===== src/rtl/exu_issue_ctrl.sv =====
// Issue sequencer between IDU and EXU: captures one op, runs it on the external EXU or an
// internal shift-add multiplier, then holds the result for WBU. Optional: EXU_CTRL_BYPASS_EN.
module exu_issue_ctrl #(
  parameter int              XLEN    = 32,
  parameter int              OPT_W   = 4,
  parameter int              SEL_W   = 3,
  parameter logic [OPT_W-1:0] OPT_MUL = 4'h2
) (
  input  logic             clk,
  input  logic             rst,
  input  logic             flush,
  input  logic             in_valid,
  output logic             in_ready,
  input  logic [XLEN-1:0]  in_pc,
  input  logic [XLEN-1:0]  in_rs1,
  input  logic [XLEN-1:0]  in_rs2,
  input  logic [XLEN-1:0]  in_imm,
  input  logic [OPT_W-1:0] in_opt,
  input  logic [SEL_W-1:0] in_sel,
  output logic [XLEN-1:0]  exu_pc,
  output logic [XLEN-1:0]  exu_rs1,
  output logic [XLEN-1:0]  exu_rs2,
  output logic [XLEN-1:0]  exu_imm,
  output logic [OPT_W-1:0] exu_opt,
  output logic [SEL_W-1:0] exu_sel,
  input  logic [XLEN-1:0]  exu_res,
  output logic             out_valid,
  input  logic             out_ready,
  output logic [XLEN-1:0]  out_data,
  output logic             busy
);

  localparam int CNT_W = (XLEN > 1) ? $clog2(XLEN) : 1;

  typedef enum logic [1:0] {
    S_IDLE = 2'd0,
    S_EXEC = 2'd1,
    S_MULT = 2'd2,
    S_DONE = 2'd3
  } state_t;

  state_t           r_state;
  state_t           w_state_next;
  logic [XLEN-1:0]  r_pc;
  logic [XLEN-1:0]  r_rs1;
  logic [XLEN-1:0]  r_rs2;
  logic [XLEN-1:0]  r_imm;
  logic [OPT_W-1:0] r_opt;
  logic [SEL_W-1:0] r_sel;
  logic [XLEN-1:0]  r_out_data;
  logic [XLEN-1:0]  r_acc;
  logic [XLEN-1:0]  r_mcand;
  logic [XLEN-1:0]  r_mplier;
  logic [CNT_W-1:0] r_cnt;

  logic             w_in_ready;
  logic             w_accept;
  logic             w_out_fire;
  logic             w_is_mul;
  logic             w_mul_last;
  logic [XLEN-1:0]  w_acc_step;

  always_comb begin
    w_in_ready = 1'b0;
`ifdef EXU_CTRL_BYPASS_EN
    // Draining the result and taking a new op in the same cycle keeps the pipe full.
    w_in_ready = !rst && ((r_state == S_IDLE) || ((r_state == S_DONE) && out_ready));
`else
    w_in_ready = !rst && (r_state == S_IDLE);
`endif
    w_accept   = in_valid && w_in_ready && !flush;
    w_out_fire = (r_state == S_DONE) && out_ready;
    w_is_mul   = (in_opt == OPT_MUL);
    w_mul_last = (r_cnt == CNT_W'(XLEN - 1));
    w_acc_step = r_acc + (r_mplier[0] ? r_mcand : '0);
  end

  always_comb begin
    w_state_next = r_state;
    case (r_state)
      S_IDLE: begin
        if (w_accept) w_state_next = w_is_mul ? S_MULT : S_EXEC;
      end
      S_EXEC: w_state_next = S_DONE;
      S_MULT: begin
        if (w_mul_last) w_state_next = S_DONE;
      end
      S_DONE: begin
        if (w_accept)        w_state_next = w_is_mul ? S_MULT : S_EXEC;
        else if (w_out_fire) w_state_next = S_IDLE;
      end
      default: w_state_next = S_IDLE;
    endcase
    if (flush) w_state_next = S_IDLE;
  end

  always_ff @(posedge clk) begin
    if (rst) begin
      r_state    <= S_IDLE;
      r_pc       <= '0;
      r_rs1      <= '0;
      r_rs2      <= '0;
      r_imm      <= '0;
      r_opt      <= '0;
      r_sel      <= '0;
      r_out_data <= '0;
      r_acc      <= '0;
      r_mcand    <= '0;
      r_mplier   <= '0;
      r_cnt      <= '0;
    end else begin
      r_state <= w_state_next;
      if (flush) begin
        r_cnt <= '0;
      end else if (w_accept) begin
        r_pc     <= in_pc;
        r_rs1    <= in_rs1;
        r_rs2    <= in_rs2;
        r_imm    <= in_imm;
        r_opt    <= in_opt;
        r_sel    <= in_sel;
        r_acc    <= '0;
        r_mcand  <= in_rs1;
        r_mplier <= in_rs2;
        r_cnt    <= '0;
      end else begin
        case (r_state)
          S_EXEC: r_out_data <= exu_res;
          S_MULT: begin
            // Multiplicand walks left while multiplier bits are consumed LSB first.
            r_acc    <= w_acc_step;
            r_mcand  <= r_mcand << 1;
            r_mplier <= r_mplier >> 1;
            r_cnt    <= r_cnt + CNT_W'(1);
            if (w_mul_last) r_out_data <= w_acc_step;
          end
          default: ;
        endcase
      end
    end
  end

  assign in_ready  = w_in_ready;
  assign exu_pc    = r_pc;
  assign exu_rs1   = r_rs1;
  assign exu_rs2   = r_rs2;
  assign exu_imm   = r_imm;
  assign exu_opt   = r_opt;
  assign exu_sel   = r_sel;
  assign out_valid = (r_state == S_DONE);
  assign out_data  = r_out_data;
  assign busy      = (r_state != S_IDLE);

endmodule


===== config.mk =====
export PLATFORM = sky130hd
export DESIGN_NAME = exu_issue_ctrl
export DESIGN_NICKNAME = d
export VERILOG_FILES = /design/src/rtl/exu_issue_ctrl.sv
export SDC_FILE = /design/constraint.sdc
export NUM_CORES = 1
export LEC_CHECK = 0
export BUFFER_PORTS_ARGS = -buffer_cell sky130_fd_sc_hd__buf_2
export CORE_ASPECT_RATIO = 0.9
export CORE_MARGIN = 1
export CORE_UTILIZATION = 53
export DETAILED_ROUTE_END_ITERATION = 7
export PLACE_DENSITY_LB_ADDON = 0.05
export SYNTH_ARGS = -nofsm -noshare
export SYNTH_HDL_FRONTEND = slang
export SYNTH_SLANG_ARGS = --single-unit

===== constraint.sdc =====
create_clock -name clk -period 4.3 [get_ports clk]
set_input_delay 0.86 -clock clk [delete_from_list [all_inputs] [get_ports clk]]
set_output_delay 0.86 -clock clk [all_outputs]
set_load 0.03 [all_outputs]

======== Word-level counts from Yosys, hierarchy flattened ========
Index checks and enable logic that the tools add are counted.
word-level totals
  register bits after elaboration ......... 270
  output and inout bits ................... 170
  ROM bits ................................ 0
  input port bits ......................... 172
  memories ................................ 0
  memory bits (writable) .................. 0
  bits in latches ......................... 0
  logic and storage cells ................. 55
cells by class
  eq/ne operators ......................... 8
  shifts and indexed selects .............. 0
  magnitude comparators ................... 0
  divide/modulo/power cells ............... 0
  muxes and demuxes ....................... 15
  add/sub/neg operators ................... 2
  $mul .................................... 0
  bitwise operators ....................... 2
  reduce and logical (&&, ||, !) cells .... 16
operators with widths
  cell                                           count
  2-to-1 mux 32 bit                              8
  case mux 32 bit (2 select lines)               1
  adder 32 bit                                   1
  2-to-1 mux 2 bit                               5
  case mux 2 bit (4 select lines)                1
  nonzero test 2 bit                             3
  adder 5 x 1 -> 5 bit, second input constant    1
  == test 5 bit, second input constant           1
  == test 2 bit, second input constant           2
  == test 4 x 2 -> 1 bit, second input constant  1
  logical AND 1 bit                              4
  != test 2 bit, second input constant           2
  AND reduction 2 bit                            2
  AND reduction 4 bit                            1
  != test 3 x 1 -> 1 bit, second input constant  1
  AND reduction 3 bit                            1
  OR reduction 3 bit                             1
  == test 2 x 1 -> 1 bit, second input constant  1
  logical NOT 1 bit                              2
  logical NOT 2 bit                              1
  inverter 1 bit                                 2
  OR reduction 2 bit                             1

======== Longest topological paths before layout ========
Gate-level depths: netlist of the first run.
  depth after elaboration ................. 6
  mapped depth ............................ 13
  mapped depth without buffers ............ 12

======== Least setup slack after synthesis of the first run ========
No wires, ideal clock.
  path type ............................... register to register
  start point ............................. register r_mplier[0]
  end point ............................... register r_out_data[31], in the netlist out_data[31]
  stages on the path, launching flop included .. 13
  setup slack ............................. 1.301 ns
  buffers on the path ..................... 1
  library setup time ...................... 0.120 ns
  arrival time ............................ 2.880 ns
  path through ............................ dfxtp_1 clkbuf_1 and2_1 ha_1 a21o_1 and4_2 a311oi_1 o31a_1 o21a_1 o21ai_2 a221oi_4 nor4b_1 a211o_1
between the ends
  longest elaborated chain between the ends .. 4
ends and longest elaborated chain
  element                           RTL line  source
  start, declared                   53        logic [XLEN-1:0] r_mplier;
  start signal, assigned            124       r_mplier <= in_rs2;
  start signal, assigned            133       r_mplier <= r_mplier >> 1;
  2-to-1 mux 32 bit                 75        w_acc_step = r_acc + (r_mplier[0] ? r_mcand : '0);
  adder 32 bit                      75
  2-to-1 mux 32 bit                 135       if (w_mul_last) r_out_data <= w_acc_step;
  case mux 32 bit (2 select lines)  127       case (r_state)
  end signal, assigned              128       S_EXEC: r_out_data <= exu_res;
  end signal, assigned              135
  end, declared                     50        logic [XLEN-1:0] r_out_data;
Every way passes these cells. The select of a mux whose other input is x is not followed.
A chain may end at the register's enable or synchronous reset.

======== Worst setup path after layout of the first run ========
Ends and elaborated chain as after synthesis.

==> metrics.json, run 1 <==
{
  "timing": {
    "fin_setup_tns_ns": 0,
    "final-hold-violation-count": 0,
    "maxSlewViolCount": 0,
    "worst_slew_pin_slew_ns": 1.09,
    "worst_slew_margin_rel_pct": 26.8,
    "timing.fmax_mhz": 280,
    "min_period_over_period_pct": 83.1,
    "clock-skew-final_ns": 0.0222,
    "period_needed_ns": 3.57,
    "grt_setup_unrepaired": "no",
    "number_of_failing_setup_endpoints_in_the_final_timing_report": 0
  },
  "detailed_routing": {
    "met2WireLength_mm": 15.0,
    "via_count": 11600,
    "top_signal_layer_used": "met4",
    "drt_initial_violations": 874,
    "route.detailed.wl_per_inst_um": 15.8,
    "drcViolationCount": 0,
    "post_drt_via_cell_ratio": 5.30,
    "met3_wirelength_mm": 2.34,
    "wl_met1_mm": 16.4,
    "first_pass_iters": 6,
    "route.antenna.remaining_nets": 0,
    "drt_wl_total_mm": 34.7
  },
  "worst_setup_path": {
    "critical_path_arrival_ns": 4.01,
    "end_kind": "flip-flop",
    "critical_path_peak_fanout": 27,
    "timing.setup.critical_path_class": "reg -> reg",
    "cp.required_ns": 4.74,
    "worst_setup_path_start_kind": "flip-flop"
  },
  "yosys": {
    "synth_top_area_share_pct": 44.1,
    "synth_top_cells_by_area": "dfxtp_1 44%, nand2_1 18%, a21oi_1 7.5%",
    "syn-mean-instance-area_um2": 7.63,
    "netlist_instances": 1606,
    "synth-main-ff-cell": "dfxtp_1",
    "post_synth_instance_area_mm2": 0.0123,
    "ys_ff_latch": 270,
    "synth_async_sr_flop_share_pct": 0,
    "synth_largest_area_cell": "dfxtp_1",
    "syn-num-nets": 1816,
    "yosys_warnings": 0,
    "seq_area_frac_synth_pct": 44.1,
    "synth_cell_type_count": 61,
    "synth-edff-count": 0
  },
  "clock_network": {
    "cts.path.max_buffers": 3,
    "post_cts.repair.setup_buffers": 0,
    "cts.reportedPaths.clkPinSlew_ns": 0.06,
    "cts.sinks": 270,
    "cts.repair.resized": 0,
    "worst_skew_pair.late_latency_ns": 0.56,
    "hold_buffers": 0,
    "cts-buffers-inserted": 28,
    "cts-htree-levels": 1,
    "cts_tree": "done",
    "cts.root.buffer_cell": "clkbuf_16"
  },
  "min_path": {
    "hold_path.class": "reg -> reg"
  },
  "die": {
    "top_level_ports": 342,
    "start_util_pct": 54.3,
    "fp.coreArea_mm2": 0.0226,
    "std_cell_rows": 52,
    "dieArea_mm2": 0.0237,
    "chipHeight_um": 146,
    "die_w_um": 162
  },
  "grt": {
    "first_pass_grt_wire_length_mm": 55.6,
    "total_congestion_overflow_after_global_routing": 0,
    "globalRouteTotalUtil_pct": 28.7,
    "via_count_of_the_first_global_routing_pass": 10900,
    "grt_start_max_net_pins": 201,
    "antenna_violations_before_repair": 2
  },
  "place": {
    "global_placer_s_final_weighted_congestion": 0.915,
    "dp.cells": 2143,
    "dpl.hpwl_mm": 24.3,
    "numPortBuffers": 341
  },
  "cells_and_area": {
    "fin_cells": 2198,
    "layout_stage_area_growth_over_the_synthesis_result_pct": 22.9,
    "finish.net_count": 2086,
    "layout_cells_sized_above_1_pct": 22.1
  },
  "run": {
    "max_cap_violations": 0
  },
  "power_and_ir_drop": {
    "ir_worst_vdd_v": 0.000283,
    "leakagePower_uw": 0.00708,
    "power_per_cell_area_mw_per_mm2": 393
  },
  "run_status": {
    "status": "finished clean"
  }
}
-- power breakdown --
group / internal, µW / switching [µW]
clock: 1580 / 1030
combinational: 214 / 435
sequential: 2610 / 57.2
-- final cells by class --
| type | count | area, µm² |
|---|---|---|
| multi-input combinational | 1214 | 6400 |
| clock buffer | 42 | 833 |
| fill | 2011 | 7510 |
| sequential | 270 | 5410 |
| clock inverter | 10 | 178 |
| antenna | 3 | 7.51 |
| inverter | 10 | 37.5 |
| tap | 297 | 372 |
| timing repair buffer | 352 | 1830 |
-- worst max-delay path: stages (launching register included) --
cell and delay, ns:
dfxtp_1 0.76, and2_1 0.28, ha_1 0.24, a21o_1 0.17, and4_2 0.23, a311oi_1 0.46, o31a_1 0.30, o21a_1 0.20
o21ai_2 0.12, a221oi_4 0.32, nor4b_1 0.09, a211o_1 0.28
-- layout by cell type (no fill, tap or decap), drive strengths merged, types with 9 or more instances in the layout --
master	Yosys	routed
a211oi	23	23
a21o	17	17
a21oi	184	184
a221oi	12	12
and2	41	41
buf	14	352
clkbuf	96	42
dfxtp	270	270
ha	37	37
inv	10	10
mux2i	17	17
nand2	593	593
nand3	20	20
nand3b	72	72
nor2	48	48
nor3	9	9
o21ai	39	39
xnor2	20	20
xor2	13	13
-- metrics by stage --
stage                     util [%]  cell area (µm²)  total power, µW  worst slack (ns)  hold WS [ns]
after floorplan                  -            12300             3130              1.30         0.441
after global placement        62.2            14000             3360             0.778         0.439
after detailed placement      62.2            14000             3360             0.709         0.445
after CTS                     66.7            15100             5960             0.691         0.453
after global routing          66.7            15100             6150             0.418         0.472
final                         66.7            15100             5920             0.727         0.451
-- registers in the layout, indices dropped and copies added (netlist names) --
register  cells
exu_imm      32
exu_opt       4
exu_pc       32
exu_rs1      32
exu_rs2      32
exu_sel       3
out_data     32
r_acc        32
r_cnt         5
r_mcand      32
r_mplier     32
r_state       2
-- metal layers --
metal / GRT usage (%) / up-vias
met2: 43.5 / 378
met3: 5.28 / 64
met4: 9.06 / 0
met1: 40.9 / 5306
li1: - / 5894
met5: 0 / -
-- worst paths after layout --
| check | depth (start not counted) | end | startpoint | slack [ns] |
|---|---|---|---|---|
| setup / recovery | 11 | out_data[31] | r_mplier[0] | 0.73 |
| hold / removal | 2 | exu_rs1[19] | exu_rs1[19] | 0.45 |
| setup reg to reg | 11 | out_data[31] | r_mplier[0] | 0.73 |
| hold reg to reg | 2 | exu_rs1[19] | exu_rs1[19] | 0.45 |
-- synthesized netlist by cell type (2+ instances only) --
library cell,n
nand2b_1,6
a31oi_1,5
inv_1,10
nor4b_1,2
a21oi_1,184
a221oi_1,11
or4_1,2
clkbuf_1,95
a21o_1,15
o21a_1,6
o31ai_1,3
a2111oi_0,2
and3_1,3
mux2i_1,17
nand2_1,593
and2_1,39
buf_1,9
a21o_2,2
dlygate4sd1_1,2
ha_1,37
nor2_1,48
nor3_1,9
o211ai_1,3
or3_1,2
o21ai_2,2
o21bai_1,3
nand3_1,20
nand4_1,6
or2_2,3
o31a_1,2
o21ai_0,37
nor2b_1,3
buf_4,3
a211oi_1,23
a311oi_1,2
dfxtp_1,270
xnor2_1,20
xor2_1,13
nand3b_1,72
-- cell families (layout without fill, tap and decap cells) --
logic type / count (synthesis) / count (layout) / synth area share (%)
fa+ha+maj: 38 / 38 / 3.94
buf+inv: 122 / 414 / 4.01
compound gates: 311 / 311 / 15.1
xor+xnor: 33 / 33 / 2.36
flops: 270 / 270 / 44.1
simple gates: 815 / 815 / 29.1
mux: 17 / 17 / 1.39
other cells: 0 / 3 / 0
Power figures use the tool's default switching activity.
==> run 2: changes to the inputs <==
clock period = 3.4 ns   (was 4.3 ns; I/O delays follow)
==> metrics.json, run 2 (synthesized netlist as in run 1, its figures left out) <==
{
  "run_status": {
    "status": {"value": "finished clean", "change": "unchanged"}
  },
  "grt": {
    "total_congestion_overflow_after_global_routing": {"value": 0, "change": "unchanged"},
    "antenna_violations_before_repair": {"value": 3, "change": "was 2"},
    "grt_start_max_net_pins": {"value": 238, "change": "was 201"},
    "via_count_of_the_first_global_routing_pass": {"value": 10700, "change": "was 10900"},
    "globalRouteTotalUtil": {"value": 28.1, "unit": "%", "change": "was 28.7%"},
    "first_pass_grt_wire_length": {"value": 54.5, "unit": "mm", "change": "was 55.6 mm"}
  },
  "worst_setup_path": {
    "end_kind": {"value": "flip-flop", "change": "unchanged"},
    "worst-r2r-cell-count": {"value": 13, "change": "was 11"},
    "r2r_start": {"value": "r_mplier[0]", "change": "unchanged"},
    "path_buf_inv": {"value": 1, "change": "was 0"},
    "worst_setup_path_start_kind": {"value": "flip-flop", "change": "unchanged"},
    "worst_r2r_endpoint": {"value": "r_acc[28]", "change": "was out_data[31]"},
    "critical_path_arrival": {"value": 3.66, "unit": "ns", "change": "was 4.01 ns"},
    "crit_path_end": {"value": "r_acc[28]", "change": "was out_data[31]"},
    "ordered_list_of_cells_on_the_worst_path": {"value": "buf_6 -> and2_1 -> ha_1 -> fa_1 -> a21o_2 -> a311oi_1 -> nor4_2 -> o21ai_2 -> and2_4 -> o31a_1 -> o31ai_2 -> mux2i_1 -> o41ai_2", "change": "was and2_1 -> ha_1 -> a21o_1 -> and4_2 -> a311oi_1 -> o31a_1 -> o21a_1 -> o21ai_2 -> a221oi_4 -> nor4b_1 -> a211o_1"},
    "ff2ff_setup_slack": {"value": 0.21, "unit": "ns", "change": "was 0.73 ns"},
    "worst_path_max_delay_cell": {"value": "fa_1", "change": "was dfxtp_1"},
    "cp.required": {"value": 3.86, "unit": "ns", "change": "was 4.74 ns"},
    "path_depth": {"value": 13, "change": "was 11"},
    "critical_path_peak_fanout": {"value": 24, "change": "was 27"},
    "timing.setup.critical_path_class": {"value": "reg -> reg", "change": "unchanged"},
    "cp_top_family": {"value": "compound AO/OA/AOI/OAI gates", "change": "unchanged"},
    "startpoint": {"value": "r_mplier[0]", "change": "unchanged"},
    "crit_path_max_incr_delay": {"value": 0.42, "unit": "ns", "change": "was 0.76 ns"}
  },
  "power_and_ir_drop": {
    "leakagePower": {"value": 0.00710, "unit": "µW", "change": "was 0.00708 µW"},
    "share_clk_of_total_power": {"value": 43.3, "unit": "%", "change": "was 44.1%"},
    "ir_worst_vdd": {"value": 0.000442, "unit": "V", "change": "was 0.000283 V"},
    "internal_power": {"value": 5470, "unit": "µW", "change": "was 4400 µW"},
    "power_per_cell_area": {"value": 490, "unit": "mW/mm²", "change": "was 393 mW/mm²"},
    "share_seq_of_total_power": {"value": 45.5, "unit": "%", "change": "was 45.0%"},
    "pwr-share-comb": {"value": 11.2, "unit": "%", "change": "was 11.0%"},
    "switching_share": {"value": 26.0, "unit": "%", "change": "was 25.6%"},
    "switchingPower": {"value": 1920, "unit": "µW", "change": "was 1520 µW"}
  },
  "die": {
    "std_cell_rows": {"value": 52, "change": "unchanged"},
    "fp.coreArea": {"value": 0.0226, "unit": "mm²", "change": "unchanged"},
    "start_util": {"value": 54.3, "unit": "%", "change": "unchanged"},
    "dieArea": {"value": 0.0237, "unit": "mm²", "change": "unchanged"},
    "top_level_ports": {"value": 342, "change": "unchanged"},
    "die_w": {"value": 162, "unit": "µm", "change": "unchanged"},
    "chipHeight": {"value": 146, "unit": "µm", "change": "unchanged"}
  },
  "detailed_routing": {
    "post_drt_via_cell_ratio": {"value": 5.33, "change": "was 5.30"},
    "drcViolationCount": {"value": 0, "change": "unchanged"},
    "route.detailed.wl_per_inst": {"value": 15.7, "unit": "µm", "change": "was 15.8 µm"},
    "route.antenna.remaining_nets": {"value": 0, "change": "unchanged"},
    "drt_wl_total": {"value": 34.6, "unit": "mm", "change": "was 34.7 mm"},
    "drt_initial_violations": {"value": 830, "change": "was 874"},
    "via_count": {"value": 11700, "change": "was 11600"},
    "first_pass_iters": {"value": 5, "change": "was 6"}
  },
  "timing": {
    "period_needed": {"value": 3.19, "unit": "ns", "change": "was 3.57 ns"},
    "setup_ws": {"value": 0.205, "unit": "ns", "change": "was 0.727 ns"},
    "worst_slew_margin_rel": {"value": 26.6, "unit": "%", "change": "was 26.8%"},
    "worst_slew_pin_slew": {"value": 1.10, "unit": "ns", "change": "was 1.09 ns"},
    "final_hold_slack": {"value": 0.299, "unit": "ns", "change": "was 0.451 ns"},
    "grt_setup_unrepaired": {"value": "no", "change": "unchanged"},
    "timing.fmax": {"value": 313, "unit": "MHz", "change": "was 280 MHz"},
    "clock-skew-final": {"value": 0.0164, "unit": "ns", "change": "was 0.0222 ns"},
    "min_period_over_period": {"value": 94.0, "unit": "%", "change": "was 83.1%"},
    "maxSlewViolCount": {"value": 0, "change": "unchanged"},
    "fin_setup_tns": {"value": 0, "unit": "ns", "change": "unchanged"},
    "number_of_failing_setup_endpoints_in_the_final_timing_report": {"value": 0, "change": "unchanged"},
    "final-hold-violation-count": {"value": 0, "change": "unchanged"}
  },
  "clock_network": {
    "hold_buffers": {"value": 0, "change": "unchanged"},
    "cts.sinks": {"value": 270, "change": "unchanged"},
    "cts-htree-levels": {"value": 1, "change": "unchanged"},
    "cts.reportedPaths.clkPinSlew": {"value": 0.06, "unit": "ns", "change": "about the same"},
    "cts.path.max_buffers": {"value": 3, "change": "unchanged"},
    "cts.root.buffer_cell": {"value": "clkbuf_16", "change": "unchanged"},
    "worst_skew_pair.late_latency": {"value": 0.56, "unit": "ns", "change": "about the same"},
    "cts_tree": {"value": "done", "change": "unchanged"},
    "cts-buffers-inserted": {"value": 29, "change": "was 28"}
  },
  "place": {
    "dpl.hpwl": {"value": 23.9, "unit": "mm", "change": "was 24.3 mm"},
    "numPortBuffers": {"value": 341, "change": "unchanged"},
    "post_dp_cell_area": {"value": 0.0141, "unit": "mm²", "change": "was 0.0140 mm²"},
    "global_placer_s_final_weighted_congestion": {"value": 0.937, "change": "was 0.915"},
    "detailedPlace.worstSlack": {"value": 0.160, "unit": "ns", "change": "was 0.709 ns"}
  },
  "cells_and_area": {
    "postLayoutCellArea": {"value": 0.0151, "unit": "mm²", "change": "about the same"},
    "finish.net_count": {"value": 2095, "change": "was 2086"},
    "final_common_cell": {"value": "nand2_1", "change": "unchanged"},
    "layout_stage_area_growth_over_the_synthesis_result": {"value": 23.1, "unit": "%", "change": "was 22.9%"},
    "final_core_utilization": {"value": 66.9, "unit": "%", "change": "was 66.7%"},
    "highest_count_cells_in_the_layout_ignoring_fill_and_taps": {"value": "593 x nand2_1, 340 x buf_2, 270 x dfxtp_1", "change": "unchanged"},
    "layout_cells_sized_above_1": {"value": 22.4, "unit": "%", "change": "was 22.1%"}
  },
  "min_path": {
    "min_from": {"value": "in_pc[8]", "change": "was exu_rs1[19]"},
    "hold_path.class": {"value": "in -> reg", "change": "was reg -> reg"},
    "min_path_cells": {"value": 3, "change": "was 2"}
  },
  "run": {
    "max_cap_violations": {"value": 0, "change": "unchanged"}
  }
}
run 2: area by class of cell:
type | instances | area [µm²]
diodes | 2 | 5.00
clock buffers | 39 | 813
clock inverters | 11 | 151
fillers | 1990 | 7480
inverters | 10 | 37.5
multi-input cells | 1214 | 6400
flip-flops and latches | 270 | 5410
well taps | 297 | 372
repair buffers | 360 | 1910
run 2: layer usage:
layer | GRT usage [%] | routed length, µm
met5 | 0 | 0
met4 | 8.07 | 907
met3 | 5.82 | 2680
met2 | 43.0 | 15100
met1 | 39.7 | 16000
run 2: timing repair:
action                                  4_1_cts  5_1_grt
setup buffers                                 0        2
endpoints found under the setup margin        0        3
resized for setup                             0        1
run 2: worst min-delay path by stage:
stage,endpoint
2_1_floorplan,r_acc[0]
3_3_place_gp,exu_rs2[12]
3_5_place_dp,exu_rs2[19]
4_1_cts,exu_pc[10]
5_1_grt,exu_pc[29]
6_report,exu_pc[8]
run 2: through the flow:
stage | total power, µW | std cells
2_1_floorplan | 3960 | 1606
3_5_place_dp | 4260 | 2149
3_3_place_gp | 4250 | 2149
6_report | 7400 | 2203
5_1_grt | 7660 | 2202
4_1_cts | 7450 | 2199
run 2: power by group through the flow:
stage | clock network (µW) | logic (µW) | registers [µW]
finish | 3200 | 832 | 3360
global route | 3380 | 900 | 3380
CTS | 3250 | 834 | 3360
detailed placement | 0 | 830 | 3430
global placement | 0 | 824 | 3430
floorplan | 0 | 337 | 3620
run 2: tightest hold or removal path: stages:
cell,delay (ns)
buf_2,0.07
nand2_1,0.04
nand2_1,0.04
